[src/rtl/true_top_pkg.sv]
`default_nettype none
// true_top_pkg: shared types and default parameters for the toy RSA decryptor.
package true_top_pkg;
  localparam int DEF_WIDTH  = 16;
  localparam int DEF_N_MOD  = 3233;
  localparam int DEF_D_EXP  = 2753;
  localparam int DEF_D_BITS = 12;

  typedef enum logic [2:0] {
    IDLE   = 3'd0,
    REDUCE = 3'd1,
    SQUARE = 3'd2,
    MULT   = 3'd3,
    DONE   = 3'd4
  } state_t;

  typedef enum logic {
    VIEW_CIPHER = 1'b0,
    VIEW_PLAIN  = 1'b1
  } view_t;
endpackage
`default_nettype wire

[src/rtl/true_top_mod_mul.sv]
`default_nettype none
// mod_mul: sequential (a*b) mod m by interleaved shift-add, one bit of b per cycle, MSB first.
// Requires a < mod. The start cycle already performs the first step, so p is ready after WIDTH cycles.
module mod_mul #(
  parameter int WIDTH = 16
) (
  input  logic             clk,
  input  logic             rst_n,
  input  logic             start,
  input  logic [WIDTH-1:0] a,
  input  logic [WIDTH-1:0] b,
  input  logic [WIDTH-1:0] mod,
  output logic             busy,
  output logic             done,
  output logic [WIDTH-1:0] p
);
  localparam int CW = $clog2(WIDTH + 1);

  logic [WIDTH-1:0] a_q, b_q, a_in;
  logic [WIDTH+1:0] acc, acc_in, mod_x, addend, sum, red1, red2;
  logic [CW-1:0]    cnt;
  logic             load, bit_in;

  assign load = start && !busy;
  assign p    = acc[WIDTH-1:0];

  // acc < mod on entry, so 2*acc + a < 3*mod and two conditional subtracts suffice.
  always_comb begin
    acc_in = load ? '0 : acc;
    bit_in = load ? b[WIDTH-1] : b_q[WIDTH-1];
    a_in   = load ? a : a_q;
    mod_x  = {2'b00, mod};
    addend = bit_in ? {2'b00, a_in} : '0;
    sum    = {acc_in[WIDTH:0], 1'b0} + addend;
    red1   = (sum >= mod_x) ? (sum - mod_x) : sum;
    red2   = (red1 >= mod_x) ? (red1 - mod_x) : red1;
  end

  always_ff @(posedge clk) begin
    if (!rst_n) begin
      a_q  <= '0;
      b_q  <= '0;
      acc  <= '0;
      cnt  <= '0;
      busy <= 1'b0;
      done <= 1'b0;
    end else begin
      done <= 1'b0;
      if (load) begin
        a_q  <= a;
        b_q  <= b << 1;
        acc  <= red2;
        cnt  <= CW'(WIDTH - 1);
        busy <= 1'b1;
      end else if (busy) begin
        acc <= red2;
        b_q <= b_q << 1;
        cnt <= cnt - 1'b1;
        if (cnt == CW'(1)) begin
          busy <= 1'b0;
          done <= 1'b1;
        end
      end
    end
  end
endmodule
`default_nettype wire

[src/rtl/true_top.sv]
`default_nettype none
// true_top: board top of a toy RSA decryptor, m = c^D_EXP mod N_MOD, with button
// edge detection, square-and-multiply control FSM and registered LED view mux.
module true_top
  import true_top_pkg::*;
#(
  parameter int WIDTH  = DEF_WIDTH,
  parameter int N_MOD  = DEF_N_MOD,
  parameter int D_EXP  = DEF_D_EXP,
  parameter int D_BITS = DEF_D_BITS
) (
  input  logic             clk,
  input  logic             rst_n,
  input  logic [WIDTH-1:0] sw,
  input  logic             btnU,
  input  logic             btnC,
  input  logic             btnD,
  output logic [WIDTH-1:0] led
);
  localparam int                IW    = (D_BITS > 1) ? $clog2(D_BITS) : 1;
  localparam logic [D_BITS-1:0] D_VEC = D_BITS'(D_EXP);
  localparam logic [WIDTH-1:0]  MOD_W = WIDTH'(N_MOD);

  logic btnU_q, btnC_q, btnD_q;
  logic u_ev, c_ev, d_ev;

  state_t           state;
  view_t            view;
  logic [WIDTH-1:0] cipher, plain, base, r;
  logic [IW-1:0]    i;

  logic             mm_start, mm_busy, mm_done;
  logic [WIDTH-1:0] mm_a, mm_b, mm_p;

  assign u_ev = btnU & ~btnU_q;
  assign c_ev = btnC & ~btnC_q;
  assign d_ev = btnD & ~btnD_q;

  mod_mul #(.WIDTH(WIDTH)) u_mod_mul (
    .clk   (clk),
    .rst_n (rst_n),
    .start (mm_start),
    .a     (mm_a),
    .b     (mm_b),
    .mod   (MOD_W),
    .busy  (mm_busy),
    .done  (mm_done),
    .p     (mm_p)
  );

  always_ff @(posedge clk) begin
    if (!rst_n) begin
      btnU_q <= 1'b0;
      btnC_q <= 1'b0;
      btnD_q <= 1'b0;
      view   <= VIEW_CIPHER;
      led    <= '0;
    end else begin
      btnU_q <= btnU;
      btnC_q <= btnC;
      btnD_q <= btnD;
      if (d_ev) view <= (view == VIEW_CIPHER) ? VIEW_PLAIN : VIEW_CIPHER;
      led <= (view == VIEW_PLAIN) ? plain : cipher;
    end
  end

  always_ff @(posedge clk) begin
    if (!rst_n) begin
      state    <= IDLE;
      cipher   <= '0;
      plain    <= '0;
      base     <= '0;
      r        <= '0;
      i        <= '0;
      mm_start <= 1'b0;
      mm_a     <= '0;
      mm_b     <= '0;
    end else begin
      mm_start <= 1'b0;
      case (state)
        IDLE, DONE: begin
          if (u_ev) begin
            cipher <= sw;
          end else if (c_ev) begin
            state    <= REDUCE;
            mm_start <= 1'b1;
            mm_a     <= WIDTH'(1);
            mm_b     <= cipher;
          end
        end
        REDUCE: begin
          if (mm_done) begin
            base     <= mm_p;
            r        <= WIDTH'(1);
            i        <= IW'(D_BITS - 1);
            state    <= SQUARE;
            mm_start <= 1'b1;
            mm_a     <= WIDTH'(1);
            mm_b     <= WIDTH'(1);
          end
        end
        SQUARE: begin
          if (mm_done) begin
            r <= mm_p;
            if (D_VEC[i]) begin
              state    <= MULT;
              mm_start <= 1'b1;
              mm_a     <= mm_p;
              mm_b     <= base;
            end else if (i == '0) begin
              state <= DONE;
              plain <= mm_p;
            end else begin
              i        <= i - 1'b1;
              state    <= SQUARE;
              mm_start <= 1'b1;
              mm_a     <= mm_p;
              mm_b     <= mm_p;
            end
          end
        end
        MULT: begin
          if (mm_done) begin
            r <= mm_p;
            if (i == '0) begin
              state <= DONE;
              plain <= mm_p;
            end else begin
              i        <= i - 1'b1;
              state    <= SQUARE;
              mm_start <= 1'b1;
              mm_a     <= mm_p;
              mm_b     <= mm_p;
            end
          end
        end
        default: state <= IDLE;
      endcase
    end
  end
endmodule
`default_nettype wire

[config.mk]
export PLATFORM = sky130hd
export DESIGN_NAME = true_top
export DESIGN_NICKNAME = d
export VERILOG_FILES = /design/src/rtl/true_top_pkg.sv /design/src/rtl/true_top_mod_mul.sv /design/src/rtl/true_top.sv
export SDC_FILE = /design/constraint.sdc
export NUM_CORES = 1
export LEC_CHECK = 0
export ABC_AREA = 1
export CORE_MARGIN = 2
export CORE_UTILIZATION = 62
export DETAILED_ROUTE_END_ITERATION = 6
export GPL_TIMING_DRIVEN = 0
export HOLD_SLACK_MARGIN = 0.03
export PLACE_DENSITY_LB_ADDON = 0.15
export SLEW_MARGIN = 20
export SYNTH_ARGS = -nofsm -noshare
export SYNTH_HDL_FRONTEND = slang
export SYNTH_SLANG_ARGS = --single-unit
[constraint.sdc]
create_clock -name clk -period 4.8 [get_ports clk]
set_input_delay 0.96 -clock clk [delete_from_list [all_inputs] [get_ports clk]]
set_output_delay 0.96 -clock clk [all_outputs]
set_load 0.005 [all_outputs]
# [Word-level counts from Yosys, hierarchy flattened]
# Memories as Yosys holds them, arrays and structs flattened. A register that Yosys moved wholly into a read port is not among the register bits.
# Index checks and enable logic that the tools add are counted.
[totals] register_bits=163 rom_bits=16 n_memories=1
[op_classes] add_sub_neg=5 n_lt_le_gt_ge=3 n_eq_ne=11 muxes=63 n_bitwise=8 n_reduce_logical=17
[mem_list] name="(name not given)" depth=16 word_bits=1 read_ports=1 rd_clocked_by_memory_dff=1 wr=0 line="true_top.sv:105" rtl="if (D_VEC[i]) begin"
[ops] op="2-to-1 mux 16 bit" n=22
[ops] op="case mux 16 bit (4 select lines)" n=2
[ops] op="2-to-1 mux 17 bit" n=4
[ops] op=">= comparator 18 x 12 -> 1 bit, second input constant" n=2
[ops] op="2-to-1 mux 4 bit" n=9
[ops] op="case mux 16 bit (2 select lines)" n=1
[ops] op="2-to-1 mux 3 bit" n=7
[ops] op="adder 18 bit" n=1
[ops] op="2-to-1 mux 18 bit" n=1
[ops] op="subtractor 18 x 12 -> 18 bit, second input constant" n=1
[ops] op="subtractor 17 x 12 -> 17 bit, second input constant" n=1
[ops] op="2-to-1 mux 1 bit" n=14
[ops] op="case mux 3 bit (4 select lines)" n=1
[ops] op="case mux 4 bit (3 select lines)" n=1
[ops] op="AND reduction 5 bit" n=2
[ops] op="equality test 3 x 2 -> 1 bit, second input constant" n=2
[ops] op="inequality test 2 x 1 -> 1 bit, second input constant" n=3
[ops] op="inequality test 2 bit, second input constant" n=3
[ops] op="AND reduction 6 bit" n=1
[ops] op="equality test 5 x 1 -> 1 bit, second input constant" n=1
[ops] op="< comparator 4 x 5 -> 1 bit, second input constant" n=1
[ops] op="NOT 1 bit" n=5
[ops] op="subtractor 5 x 1 -> 5 bit, second input constant" n=1
[ops] op="logical NOT 4 bit" n=1
[ops] op="other kinds (15)" n=20

# [Logic depth before layout (Yosys ltp)]
[logic_depth] depth_word=11 ltp_mapped=37 depth_no_buf=34

# [Hierarchy]
# From an unflattened synthesis, not the netlist that was laid out.
[unflattened] hier_cells=1475 hier_area_um2=9830.7
[modules_own_cells] mod="mod_mul" n_inst=1 cells_each=830 area_per_inst_um2=5225.0 seq_area_each_um2=1101.1
[modules_own_cells] mod="true_top" n_inst=1 cells_each=645 area_per_inst_um2=4605.7 seq_area_each_um2=2182.1

# [Worst setup path after synthesis]
# Ideal clock, no wire load.
[synth_timing] kind="register to register" startpoint="register u_mod_mul.busy" endpoint="register u_mod_mul.acc[5]" setup_time_ps=109 arrival_time_ps=4073 t_required_ps=4691 setup_slack_ps=618 stages_incl_launch_ff=31 path_buffers=4 period_less_slack_ps=4182 path_cell_list="dfxtp_1 inv_2 nand2_2 buf_6 clkbuf_1 mux2i_1 nor2_1 ha_1 nand2_2 nor2_2 nand3_1 nand3_1 nand2_1 nand2_1 nand2_1 nor2_4 nand2_4 nand3_4 buf_6 xor2_1 ha_1 nand4_2 nand3_2 nand2_2 nand2_4 nand2_4 buf_8 nand2_1 nand3_1 nand2_1 inv_1"
[synth_via] elab_chain_cells=11 word_cells_on_any_way=16
[synth_lines] item="start: declaration" line="true_top_mod_mul.sv:13" rtl="output logic busy,"
[synth_lines] item="start signal: assignment" line="true_top_mod_mul.sv:45" rtl="busy <= 1'b0;"
[synth_lines] item="start signal: assignment" line="true_top_mod_mul.sv:54" rtl="busy <= 1'b1;"
[synth_lines] item="start signal: assignment" line="true_top_mod_mul.sv:60" rtl="busy <= 1'b0;"
[synth_lines] item="logical NOT 1 bit" line="true_top_mod_mul.sv:24" rtl="assign load = start && !busy;"
[synth_lines] item="logical AND 1 bit" line="true_top_mod_mul.sv:24"
[synth_lines] item="2-to-1 mux 16 bit / 2-to-1 mux 1 bit (equally long branches)"
[synth_lines] item="2-to-1 mux 16 bit" line="true_top_mod_mul.sv:33" rtl="addend = bit_in ? {2'b00, a_in} : '0;"
[synth_lines] item="adder 18 bit" line="true_top_mod_mul.sv:34" rtl="sum = {acc_in[WIDTH:0], 1'b0} + addend;"
[synth_lines] item="subtractor 18 x 12 -> 18 bit / >= comparator 18 x 12 -> 1 bit (equally long branches)" line="true_top_mod_mul.sv:35" rtl="red1 = (sum >= mod_x) ? (sum - mod_x) : sum;"
[synth_lines] item="2-to-1 mux 18 bit" line="true_top_mod_mul.sv:35"
[synth_lines] item="subtractor 17 x 12 -> 17 bit / >= comparator 18 x 12 -> 1 bit (equally long branches)" line="true_top_mod_mul.sv:36" rtl="red2 = (red1 >= mod_x) ? (red1 - mod_x) : red1;"
[synth_lines] item="2-to-1 mux 17 bit" line="true_top_mod_mul.sv:36"
[synth_lines] item="2-to-1 mux 17 bit" line="true_top_mod_mul.sv:55" rtl="end else if (busy) begin"
[synth_lines] item="2-to-1 mux 17 bit" line="true_top_mod_mul.sv:49" rtl="if (load) begin"
[synth_lines] item="end signal: assignment" line="true_top_mod_mul.sv:52" rtl="acc <= red2;"
[synth_lines] item="end signal: assignment" line="true_top_mod_mul.sv:56" rtl="acc <= red2;"
[synth_lines] item="end: declaration" line="true_top_mod_mul.sv:20" rtl="logic [WIDTH+1:0] acc, acc_in, mod_x, addend, sum, red1, red2;"
# Parallel ways exist; a longest one is shown, timed or not. The select of a mux whose other input is x is not followed.
# A chain may end at the register's enable or synchronous reset.

# [Final worst setup path]
[layout_timing] startpoint="register u_mod_mul.busy" endpoint="register u_mod_mul.acc[10]"
# The elaborated chain is that of the path after synthesis.

==> impl_metrics.env <==
export IMPL_synth_top_area_share_pct=34.32
export IMPL_synthTopCellsByArea="dfxtp_1, nand2_1, nor2_1, o21ai_0, inv_1"
export IMPL_num_vias=10230
export IMPL_detail_route_wl_per_cell_um=17.05
export IMPL_grt_util_met2_pct=59.61
export IMPL_synth_warnings=0
export IMPL_hold_depth=2
export IMPL_min_path_type="flip-flop to flip-flop"
export IMPL_crit_cells=30
export IMPL_start_util_pct=63.16
export IMPL_stdcell_count=1720
export IMPL_core_area_um2=15150
export IMPL_numCtsBuffers=17
export IMPL_worstReg2RegEnd="u_mod_mul.acc[10]"
export IMPL_timing_reg2reg_setup_slack_ns=0.17
export IMPL_placed_area_um2=10160
export IMPL_gp_congestion=0.9728
export IMPL_synth_compound_area_share_pct=17.92
export IMPL_met3_usage_pct=5.843
export IMPL_synth_simple_area_share_pct=31.94
export IMPL_finish_instance_area_um2=11000
export IMPL_wirelength_um=29330
export IMPL_syn_nets=1501
export IMPL_dr_first_iter_drc_count=1483
export IMPL_antennaDiodeCount=0
export IMPL_mostFrequentLayoutCell="nand2_1"
export IMPL_clock_latency_ns=0.43
export IMPL_cts_buffer_depth=2
export IMPL_first_pass_iters=6
export IMPL_synthCells=1457
export IMPL_cts_hold_buf=0
export IMPL_cts_root_buf="clkbuf_16"
export IMPL_area_growth_pct=15.00
export IMPL_cp_data_arrival_time_ns=4.96
export IMPL_dpl_hpwl_um=21760
export IMPL_irDropWorstVdd_mv=0.2762
export IMPL_r2r_start="u_mod_mul.busy"
export IMPL_cpMostUsedCell="nand2_1"
export IMPL_io_pins=37
export IMPL_drive_gt1_share_pct=10.18
export IMPL_die_w_um=128.2
export IMPL_clkSinkCount=164
export IMPL_grt_use_total_pct=35.54
export IMPL_max_cap_violations=0
export IMPL_setup_violations=0
export IMPL_ys_seq_area_share_pct=34.32
export IMPL_cts_tree="built"
export IMPL_ff2ff_path_depth=30
export IMPL_hp_start="u_mod_mul.b_q[1]"
export IMPL_grt_pass1_wl_um=46300
export IMPL_synth_seq_cells=164
export IMPL_synth_mux_area_share_pct=1.570
export IMPL_crit_family="simple AND/OR/NAND/NOR gates"
export IMPL_layout_min_cycle_time_ns=4.631
export IMPL_fin_crit_sh_pct=96.48
export IMPL_crit_start="u_mod_mul.busy"
export IMPL_cp_required_ns=5.13
export IMPL_hold_end="u_mod_mul.b_q[1]"
export IMPL_tightest_slew_ns=0.8241
export IMPL_synth_ff_type="dfxtp_1"
export IMPL_cp_start_kind="flip-flop"
export IMPL_cp_slowest_stage_delay_ns=0.39
export IMPL_slew_violations=0
export IMPL_yosys_area_top_type="dfxtp_1"
export IMPL_place_inst=1681
export IMPL_worstSetupEndpointType="flip-flop"
export IMPL_drc=0
export IMPL_cp_max_fo=10
export IMPL_avgSynthCellArea_um2=6.565
export IMPL_power_mw=4.504
export IMPL_synthesis_area_um2=9565
export IMPL_grt_pass1_vias=9224
export IMPL_p_per_area_nw_per_um2=409.4
export IMPL_routed_via_density=5.948
export IMPL_synth_edf_count=0
export IMPL_finClkSkew_ns=0.01073
export IMPL_fmax_mhz=215.9
export IMPL_rows=45
export IMPL_p_leak_nw=4.911
export IMPL_synthAdderAreaFrac_pct=3.087
export IMPL_nets=1563
export IMPL_outcome="finished clean"
export IMPL_cp_buffers_inverters=8
export IMPL_async_flop_share_pct=0
export IMPL_slew_headroom_pct=44.64
export IMPL_synth_top_family_by_area="simple AND/OR/NAND/NOR gates"
export IMPL_cp_slowest_cell="fa_2"
export IMPL_die_height_um=128.2
export IMPL_synth_xor_area_share_pct=1.282
export IMPL_grt_max_degree=20
export IMPL_hold_viol=0
export IMPL_htreeDepth=4
export IMPL_antenna_found_initial=0
export IMPL_io_buffers=36
export IMPL_yosysUniqueCellTypes=52
export IMPL_grt_overflow_total=0
export IMPL_clk_pin_slew_worst_paths_ns=0.07
export IMPL_path_class="flip-flop to flip-flop"
export IMPL_drt_antenna_violating_nets=0
export IMPL_die_area_um2=16440
export IMPL_busiest_layer="met2"
export IMPL_use_met1_pct=43.78
export IMPL_layout_common_cells="nand2_1, nor2_1, dfxtp_1"
[final cells by class]
cell class                      count  area (um2)
Fill cell                        1244        4145
Timing Repair Buffer               44       420.4
Inverter                          168       634.4
Multi-Input combinational cell   1060        5482
Clock inverter                     14       171.4
Buffer                             64       345.3
Clock buffer                       18       429.2
Sequential cell                   164        3283
Tap cell                          188       235.2
[stage by stage]
step,setup TNS [ns],setup WS [ns],util (%),hold WS [ns]
final,0,0.1688,72.63,0.4858
after global routing,-0.5660,-0.09903,72.63,0.5148
after CTS,0,0.02563,71.29,0.4833
after detailed placement,-7.028,-0.5046,67.09,0.4678
after global placement,-6.106,-0.4539,67.09,0.4667
after floorplan,0,0.6184,-,0.4471
[sequential cells by signal (all words and copies together), names as in the netlist, 3 cells and up, named ones only]
register       flops
u_mod_mul.acc     17
base              16
plain             16
u_mod_mul.cnt      5
cipher            16
led               16
mm_a              16
state              3
u_mod_mul.b_q     15
mm_b              16
i                  4
u_mod_mul.a_q     16
[logic make-up (layout without fill, tap and decap cells)]
group,Yosys count,after routing
flops,164,164
buf+inv,233,308
fa+ha+maj,23,23
xor+xnor,14,14
simple gates,699,699
mux,15,15
compound gates,309,309
[worst register-to-register path: cells and delay by family (launching register included)]
kind                       cells  cell delay [ns]
buffers and inverters          8             1.12
AOI/OAI and AO/OA              2             0.35
adders and majority gates      3             0.81
DFF                            1             0.32
xor gates and xnor gates       1             0.21
and+or+nand+nor               16             1.73
[cells in the mapped netlist, types with 2 or more instances]
cell type	count
o21a_1	4
clkbuf_1	51
a21oi_1	109
xnor2_1	4
clkinv_1	5
buf_1	2
nor2_1	184
buf_4	3
mux2i_1	15
o22ai_1	16
o21ai_0	136
ha_1	22
nor4_1	3
nand3b_1	5
nand2_1	335
a21oi_4	2
o211ai_1	22
inv_2	11
nand4_1	19
xor2_1	10
nand2_4	4
nand3_1	90
nor3_1	6
nand2_2	31
o21bai_1	4
nor2_2	7
buf_6	6
buf_2	2
o221ai_1	5
dfxtp_1	164
inv_1	152
a211oi_1	3
and2_1	2
nor2_4	5
[worst max-delay path by stage]
| stage | endpoint | slack [ns] |
|---|---|---|
| global placement | u_mod_mul.acc[10] | -0.45 |
| global route | u_mod_mul.acc[7] | -0.1 |
| floorplan | u_mod_mul.acc[5] | 0.62 |
| finish | u_mod_mul.acc[10] | 0.17 |
| CTS | u_mod_mul.acc[10] | 0.03 |
| detailed placement | u_mod_mul.acc[10] | -0.50 |
[per-layer routing]
layer	share of wire [%]	up-vias
met5	0	-
met4	5.4	0
met3	8.3	128
met2	47	552
met1	39	4670
li1	-	4880
[report_power, final]
group / internal [mW] / switching [mW] / leakage [nW]
registers: 1.44 / 0.0563 / 1.34
logic: 0.531 / 1.10 / 3.29
clock network: 0.784 / 0.598 / 0.288
[repair_timing]
action / in CTS / in global routing
buffers inserted: 1 / 7
endpoints found under the setup margin: 17 / 17
pin swaps: 0 / 5
resized for setup: 12 / 45
No activity file was read; power rests on OpenSTA's default activity.
